`src/rtl/para_serial_ctrl.sv`:
```
// rtl/para_serial_ctrl.sv - load/shift sequencer and word markers for the 8-lane NTT output shifter
// Optional post-block idle gap is built when PARA_SERIAL_CTRL_GAP_EN is defined.
module para_serial_ctrl #(
  parameter int  LANES      = 8,
  parameter int  BLOCKS     = 32,
  parameter int  GAP_CYCLES = 2,
  localparam int BW         = $clog2(BLOCKS)
) (
  input  logic          clock,
  input  logic          reset_n,
  input  logic          in_valid,
  output logic          in_ready,
  output logic          shift_en,
  output logic          ser_valid,
  output logic [2:0]    ser_idx,
  output logic          ser_first,
  output logic          ser_last,
  output logic [BW-1:0] blk_idx,
  output logic          frame_done,
  output logic          busy
);

  if (LANES != 8 || BLOCKS < 2 || (BLOCKS & (BLOCKS - 1)) != 0 ||
      GAP_CYCLES < 0 || GAP_CYCLES > 15) begin : g_param_check
    $error("para_serial_ctrl: unsupported parameter set");
  end

`ifdef PARA_SERIAL_CTRL_GAP_EN
  typedef enum logic [1:0] {S_IDLE = 2'd0, S_SHIFT = 2'd1, S_GAP = 2'd2} state_t;
  logic [3:0]    r_gap_cnt;
  logic [3:0]    w_gap_cnt_nxt;
`else
  typedef enum logic {S_IDLE = 1'b0, S_SHIFT = 1'b1} state_t;
`endif

  state_t        r_state;
  state_t        w_state_nxt;
  logic [2:0]    r_word_cnt;
  logic [2:0]    w_word_cnt_nxt;

  logic          r_shift_en;
  logic [2:0]    r_ser_idx;
  logic          r_ser_first;
  logic          r_ser_last;
  logic [BW-1:0] r_blk_idx;
  logic          r_frame_done;
  logic          r_busy;

  logic          w_shift_nxt;
  logic [2:0]    w_idx_nxt;
  logic          w_first_nxt;
  logic          w_last_nxt;
  logic [BW-1:0] w_blk_nxt;
  logic          w_frame_done_nxt;
  logic          w_busy_nxt;

  assign in_ready = (r_state == S_IDLE);

  // Outputs are registered from the next state so they line up with the SHIFT cycle they describe.
  always_ff @(posedge clock or negedge reset_n) begin
    if (!reset_n) begin
      r_state      <= S_IDLE;
      r_word_cnt   <= 3'd0;
`ifdef PARA_SERIAL_CTRL_GAP_EN
      r_gap_cnt    <= 4'd0;
`endif
      r_shift_en   <= 1'b0;
      r_ser_idx    <= 3'd0;
      r_ser_first  <= 1'b0;
      r_ser_last   <= 1'b0;
      r_blk_idx    <= '0;
      r_frame_done <= 1'b0;
      r_busy       <= 1'b0;
    end else begin
      r_state      <= w_state_nxt;
      r_word_cnt   <= w_word_cnt_nxt;
`ifdef PARA_SERIAL_CTRL_GAP_EN
      r_gap_cnt    <= w_gap_cnt_nxt;
`endif
      r_shift_en   <= w_shift_nxt;
      r_ser_idx    <= w_idx_nxt;
      r_ser_first  <= w_first_nxt;
      r_ser_last   <= w_last_nxt;
      r_blk_idx    <= w_blk_nxt;
      r_frame_done <= w_frame_done_nxt;
      r_busy       <= w_busy_nxt;
    end
  end

  always_comb begin
    w_state_nxt    = r_state;
    w_word_cnt_nxt = r_word_cnt;
`ifdef PARA_SERIAL_CTRL_GAP_EN
    w_gap_cnt_nxt  = r_gap_cnt;
`endif
    case (r_state)
      S_IDLE: begin
        if (in_valid && in_ready) begin
          w_state_nxt    = S_SHIFT;
          w_word_cnt_nxt = 3'(LANES - 1);
        end
      end
      S_SHIFT: begin
        w_word_cnt_nxt = r_word_cnt - 3'd1;
        if (r_word_cnt == 3'd0) begin
`ifdef PARA_SERIAL_CTRL_GAP_EN
          if (GAP_CYCLES > 0) begin
            w_state_nxt   = S_GAP;
            w_gap_cnt_nxt = 4'(GAP_CYCLES - 1);
          end else begin
            w_state_nxt   = S_IDLE;
          end
`else
          w_state_nxt = S_IDLE;
`endif
        end
      end
`ifdef PARA_SERIAL_CTRL_GAP_EN
      S_GAP: begin
        w_gap_cnt_nxt = r_gap_cnt - 4'd1;
        if (r_gap_cnt == 4'd0) w_state_nxt = S_IDLE;
      end
`endif
      default: w_state_nxt = S_IDLE;
    endcase
  end

  // Block index advances the cycle after the last word; frame_done rides on that last word.
  always_comb begin
    w_shift_nxt      = (w_state_nxt == S_SHIFT);
    w_idx_nxt        = w_shift_nxt ? w_word_cnt_nxt : 3'd0;
    w_first_nxt      = w_shift_nxt && (w_word_cnt_nxt == 3'(LANES - 1));
    w_last_nxt       = w_shift_nxt && (w_word_cnt_nxt == 3'd0);
    w_blk_nxt        = r_ser_last ? (r_blk_idx + BW'(1)) : r_blk_idx;
    w_frame_done_nxt = w_last_nxt && (r_blk_idx == BW'(BLOCKS - 1));
    w_busy_nxt       = (w_state_nxt != S_IDLE);
  end

  assign shift_en   = r_shift_en;
  assign ser_valid  = r_shift_en;
  assign ser_idx    = r_ser_idx;
  assign ser_first  = r_ser_first;
  assign ser_last   = r_ser_last;
  assign blk_idx    = r_blk_idx;
  assign frame_done = r_frame_done;
  assign busy       = r_busy;

endmodule

```
`config.mk`:
```
export PLATFORM = sky130hd
export DESIGN_NAME = para_serial_ctrl
export DESIGN_NICKNAME = d
export VERILOG_FILES = /design/src/rtl/para_serial_ctrl.sv
export SDC_FILE = /design/constraint.sdc
export NUM_CORES = 1
export LEC_CHECK = 0
export BUFFER_PORTS_ARGS = -buffer_cell sky130_fd_sc_hd__buf_2
export CORE_UTILIZATION = 45
export DETAILED_ROUTE_END_ITERATION = 10
export PLACE_DENSITY = 0.7
export SETUP_SLACK_MARGIN = 0.5
export SLEW_MARGIN = 20
export SYNTH_ARGS = -nofsm -noshare
export SYNTH_HDL_FRONTEND = slang
export SYNTH_SLANG_ARGS = --single-unit
```
`constraint.sdc`:
```
create_clock -name clock -period 1.8 [get_ports clock]
set_input_delay 0.18 -clock clock [delete_from_list [all_inputs] [get_ports clock]]
set_output_delay 0.18 -clock clock [all_outputs]
set_load 0.02 [all_outputs]
```
# --- Yosys cells after proc, flatten, opt, wreduce, memory -nomap -nowiden ---
# Index checks and enable logic that the tools add are counted.
op_classes:
  bitwise: 1
  addsub: 2
  muxes: 6
  eq_ne: 2
  n_reduce_logical: 6
ops:
  columns: ["op", "count"]
  rows:
  - ["$logic_not A3 Y1", 2]
  - ["$mux W3", 2]
  - ["$pmux W3 S2", 1]
  - ["$add A5 B1 Y5 const B", 1]
  - ["$eq A5 B5 Y1 const B", 1]
  - ["$logic_and A1 B1 Y1", 4]
  - ["$eq A3 B3 Y1 const B", 1]
  - ["$sub A3 B1 Y3 const B", 1]
  - ["$mux W1", 2]
  - ["$pmux W1 S2", 1]
  - ["$not A1 Y1", 1]
totals:
  reg_bits: 15
  out_inout_bits: 15
  elab_cells: 24
  input_bits: 3

# --- Logic depth before layout (Yosys ltp) ---
depth:
  depth_word: 7
  ltp_mapped: 5
  mapped_depth_nobuf: 5

# --- Least setup slack after synthesis ---
# OpenSTA, ideal clock, no wires.
synth_timing:
  path_type: "flip-flop to flip-flop"
  start: "register r_word_cnt[0]"
  end: "register r_frame_done, in the netlist frame_done"
  setup_time_ps: 66
  synth_period_minus_slack_ps: 1557
  t_required_ps: 1734
  n_path_buf: 0
  stages_incl_launch_ff: 6
  slack_ps: 243
  arrival_time_ps: 1491
  cell_sequence: "dfrtp_1 > inv_1 > ha_1 > or3_4 > a2111oi_4 > and2_1"
synth_between:
  elab_chain_len: 5
  elab_cells_between_ends: 9
  classes_between: "add/sub: 1; mux: 4; reduce/logical: 4"
synth_rtl:
  columns: ["item", "line", "text"]
  rows:
  - ["from (decl)", "38", "logic [2:0] r_word_cnt;"]
  - ["from (signal assigned)", "76", "r_word_cnt <= w_word_cnt_nxt;"]
  - ["$sub A3 B1 Y3, or another cell as far along", "104", "w_word_cnt_nxt = r_word_cnt - 3'd1;"]
  - ["$pmux W3 S2 / $mux W1 (equally long branches)", "96, 105", null]
  - ["$logic_not A3 Y1 / $pmux W1 S2 (equally long branches)", "133, 96", null]
  - ["$logic_and A1 B1 Y1 *", "133", "w_last_nxt = w_shift_nxt && (w_word_cnt_nxt == 3'd0);"]
  - ["via w_last_nxt", "52", "logic w_last_nxt;"]
  - ["$logic_and A1 B1 Y1 *", "135", "w_frame_done_nxt = w_last_nxt && (r_blk_idx == BW'(BLOCKS - 1));"]
  - ["via w_frame_done_nxt", "54", "logic w_frame_done_nxt;"]
  - ["to (signal assigned)", "85", "r_frame_done <= w_frame_done_nxt;"]
  - ["to (decl)", "46", "logic r_frame_done;"]
# Mark *: on every way through the listed nets, which the timed path passes. The rest lies on a longest branch.
# A chain may end at the register's enable or synchronous reset.

# --- Worst setup path after layout ---
# Ends and elaborated chain as after synthesis.

==> qor.csv <==
metric;value;unit
Final Instance Area;905;um^2
synthesized area;666;um^2
total negative slack;0;ns
via density per instance;4.91;
worst hold path class;in -> reg;
Area growth, synth to finish;35.9;%
most common cell after layout, fill and taps aside;buf_2;
R2R cell count;5;
pin count of the biggest net entering global routing;16;
vias in the first global route;454;
Die Ht;40.5;um
worst slew pin tran;0.331;ns
Worst-path clk slew;0.09;ns
H-tree depth;1;
slowest stage delay, CP;0.39;ns
final hold slack;0.203;ns
Routability Congestion;0.804;
register bit total from synthesis;15;
Routed Antenna Nets;0;
Overall Global Routing Usage;18.4;%
Max Root-Sink Buffers;2;
max_cap viols;0;
initial antenna violation count;0;
TritonCTS Buffers;3;
startpoint types;flip-flop;
total chip power;1.72;mW
drt pass-1 iters;4;
CP Cell Sequence;inv_2 > ha_4 > or3_4 > a2111oi_4 > and2_1;
setup violators final;0;
fin crit period;1.55;ns
Synth Area in Adders;7.52;%
Mapped Cells;54;
multiplexer share of the synthesized area;3.38;%
post-synthesis simple-gate area fraction;11.8;%
RSZ-0062 raised after global routing;true;
layout cells sized above 1;58.0;%
fmax;0.645;GHz
FP Rows;13;
Leakage;0.437;nW
status;complete, no violations;
crit share post-route;86.1;%
P per Cell Area;1900;nW/um^2
CTS root buf;clkbuf_4;
IO Pins;18;
DR WL/cell;13.1;um
die area;1640;um^2
final wirelength;1260;um
YS warnings;0;
Die Wd;40.5;um
vias post-DR;471;
final hold vios;0;
CP arrival;1.79;ns
Placed Instances;83;
hold depth;3;
nets@finish;89;
crit-path max FO;3;
largest family of logic cells by synthesized area;simple AND/OR/NAND/NOR gates;
post-synthesis xor/xnor area fraction;5.26;%
DRT iter0 DRCs;8;
CTS sink count;15;
slew margin rel.;77.9;%
Worst Clk Skew;0.00566;ns
CORE AREA;1330;um^2
most frequent cells in the layout;buf_2 (18), dfrtp_1 (12), buf_4 (7);
DRC viols;0;
GR Overflow Total;0;
Initial Util;49.9;%
fin. max-slew vios;0;
Mean Syn Cell Area;12.3;um^2
first-pass GRT wire length;1880;um
CTS tree;built;
post-synth net total;61;
critical path data required time;2.04;ns
port bufs;17;
Clock Latency Late Sink;0.29;ns
Cell Area, Placed;774;um^2
final std cells w/o fill;96;
Ant. Diodes;0;
Netlist cell types;23;
Setup CP Type;reg -> reg;
sequential fraction of the synthesis area;56.4;%
VDD IR max;1110;uV
Setup crit end kind;flip-flop;
complex-gate fraction of the synthesized area;9.21;%
Max stage delay cell, worst path;dfrtp_1;
## cell families (layout without fill, tap and decap cells)
family	count (synthesis)	after routing
xor+xnor	4	4
mux	2	2
flops	15	15
fa+ha+maj	4	4
simple gates	13	13
compound gates	7	7
buf+inv	9	36
## stage by stage
step	utilization, %	setup WS [ns]
finish	67.8	0.249
global route	67.8	0.217
CTS	65.2	0.269
detailed placement	58.1	0.244
global placement	58.1	0.286
floorplan	-	0.322
## synthesized netlist by cell type
| master | n | area [um^2] |
|---|---|---|
| a2111oi_4 | 1 | 27.5 |
| a21oi_1 | 4 | 20.0 |
| a31o_2 | 1 | 8.76 |
| and2_1 | 1 | 6.26 |
| and3_1 | 1 | 6.26 |
| and3b_1 | 1 | 8.76 |
| buf_2 | 1 | 5.00 |
| buf_4 | 2 | 15.0 |
| dfrtp_1 | 15 | 375 |
| ha_1 | 4 | 50.1 |
| inv_1 | 6 | 22.5 |
| mux2_2 | 2 | 22.5 |
| nand2_1 | 2 | 7.51 |
| nand2b_1 | 1 | 6.26 |
| nand4_1 | 1 | 6.26 |
| nor2_1 | 1 | 3.75 |
| nor2b_1 | 1 | 6.26 |
| nor3_1 | 2 | 10.0 |
| o21ai_1 | 1 | 5.00 |
| or3_1 | 1 | 6.26 |
| or3_4 | 1 | 11.3 |
| xnor2_1 | 2 | 17.5 |
| xor2_1 | 2 | 17.5 |
## critical path, delay by kind of cell, from the launching register on
kind | cells | cell delay (ns)
and+or+nand+nor | 2 | 0.54
DFF | 1 | 0.39
AOI/OAI and AO/OA | 1 | 0.33
adders and majority gates | 1 | 0.16
buffers and inverters | 1 | 0.08
## cell type report
type	count	area [um^2]
Fill cell	99	429
Sequential cell	15	379
Multi-Input combinational cell	30	304
Timing Repair Buffer	26	153
Clock buffer	3	22.5
Inverter	6	22.5
Tap cell	15	18.8
Clock inverter	1	5.00
## final timing paths
kind                                          from                       to  slack [ns]
min                                       in_valid  r_word_cnt[1]$_DFF_PN0_        0.20
min reg2reg                 blk_idx[3]$_DFFE_PN0P_   blk_idx[3]$_DFFE_PN0P_        0.52
max reg2reg                r_word_cnt[0]$_DFF_PN0_     frame_done$_DFF_PN0_        0.25
max in group asynchronous                  reset_n           busy$_DFF_PN0_        1.22
max                        r_word_cnt[0]$_DFF_PN0_     frame_done$_DFF_PN0_        0.25
min in group asynchronous                  reset_n     ser_idx[1]$_DFF_PN0_        0.31
## state kept, by name (all words and copies together), names as in the netlist
register	cells
blk_idx	5
busy	1
frame_done	1
r_word_cnt	3
ser_first	1
ser_idx	3
ser_last	1
## timing repair
action                                  4_1_cts  5_1_grt
hold buffers                                  1        0
gates cloned                                  0        0
endpoints found under the hold margin        15        0
pin swaps                                     0        3
endpoints found under the setup margin        5        8
buffers inserted                              4        4
gates resized for setup                       5        2
## metal layers
layer | global-route usage [%] | vias to the layer above | wire length [um]
met5 | 0 | - | 0
met4 | 14.2 | 0 | 34
met3 | 5.00 | 4 | 52
met2 | 26.6 | 15 | 571
met1 | 22.8 | 218 | 598
li1 | - | 234 | -
## power breakdown
part | leakage [nW] | switching (mW) | total [mW] | internal (mW)
combinational | 0.238 | 0.516 | 0.921 | 0.405
sequential | 0.181 | 0.119 | 0.604 | 0.485
clock | 0.0177 | 0.115 | 0.197 | 0.0827
total | 0.437 | 0.749 | 1.72 | 0.973
Note: power is estimated with default switching activity, not from simulation.
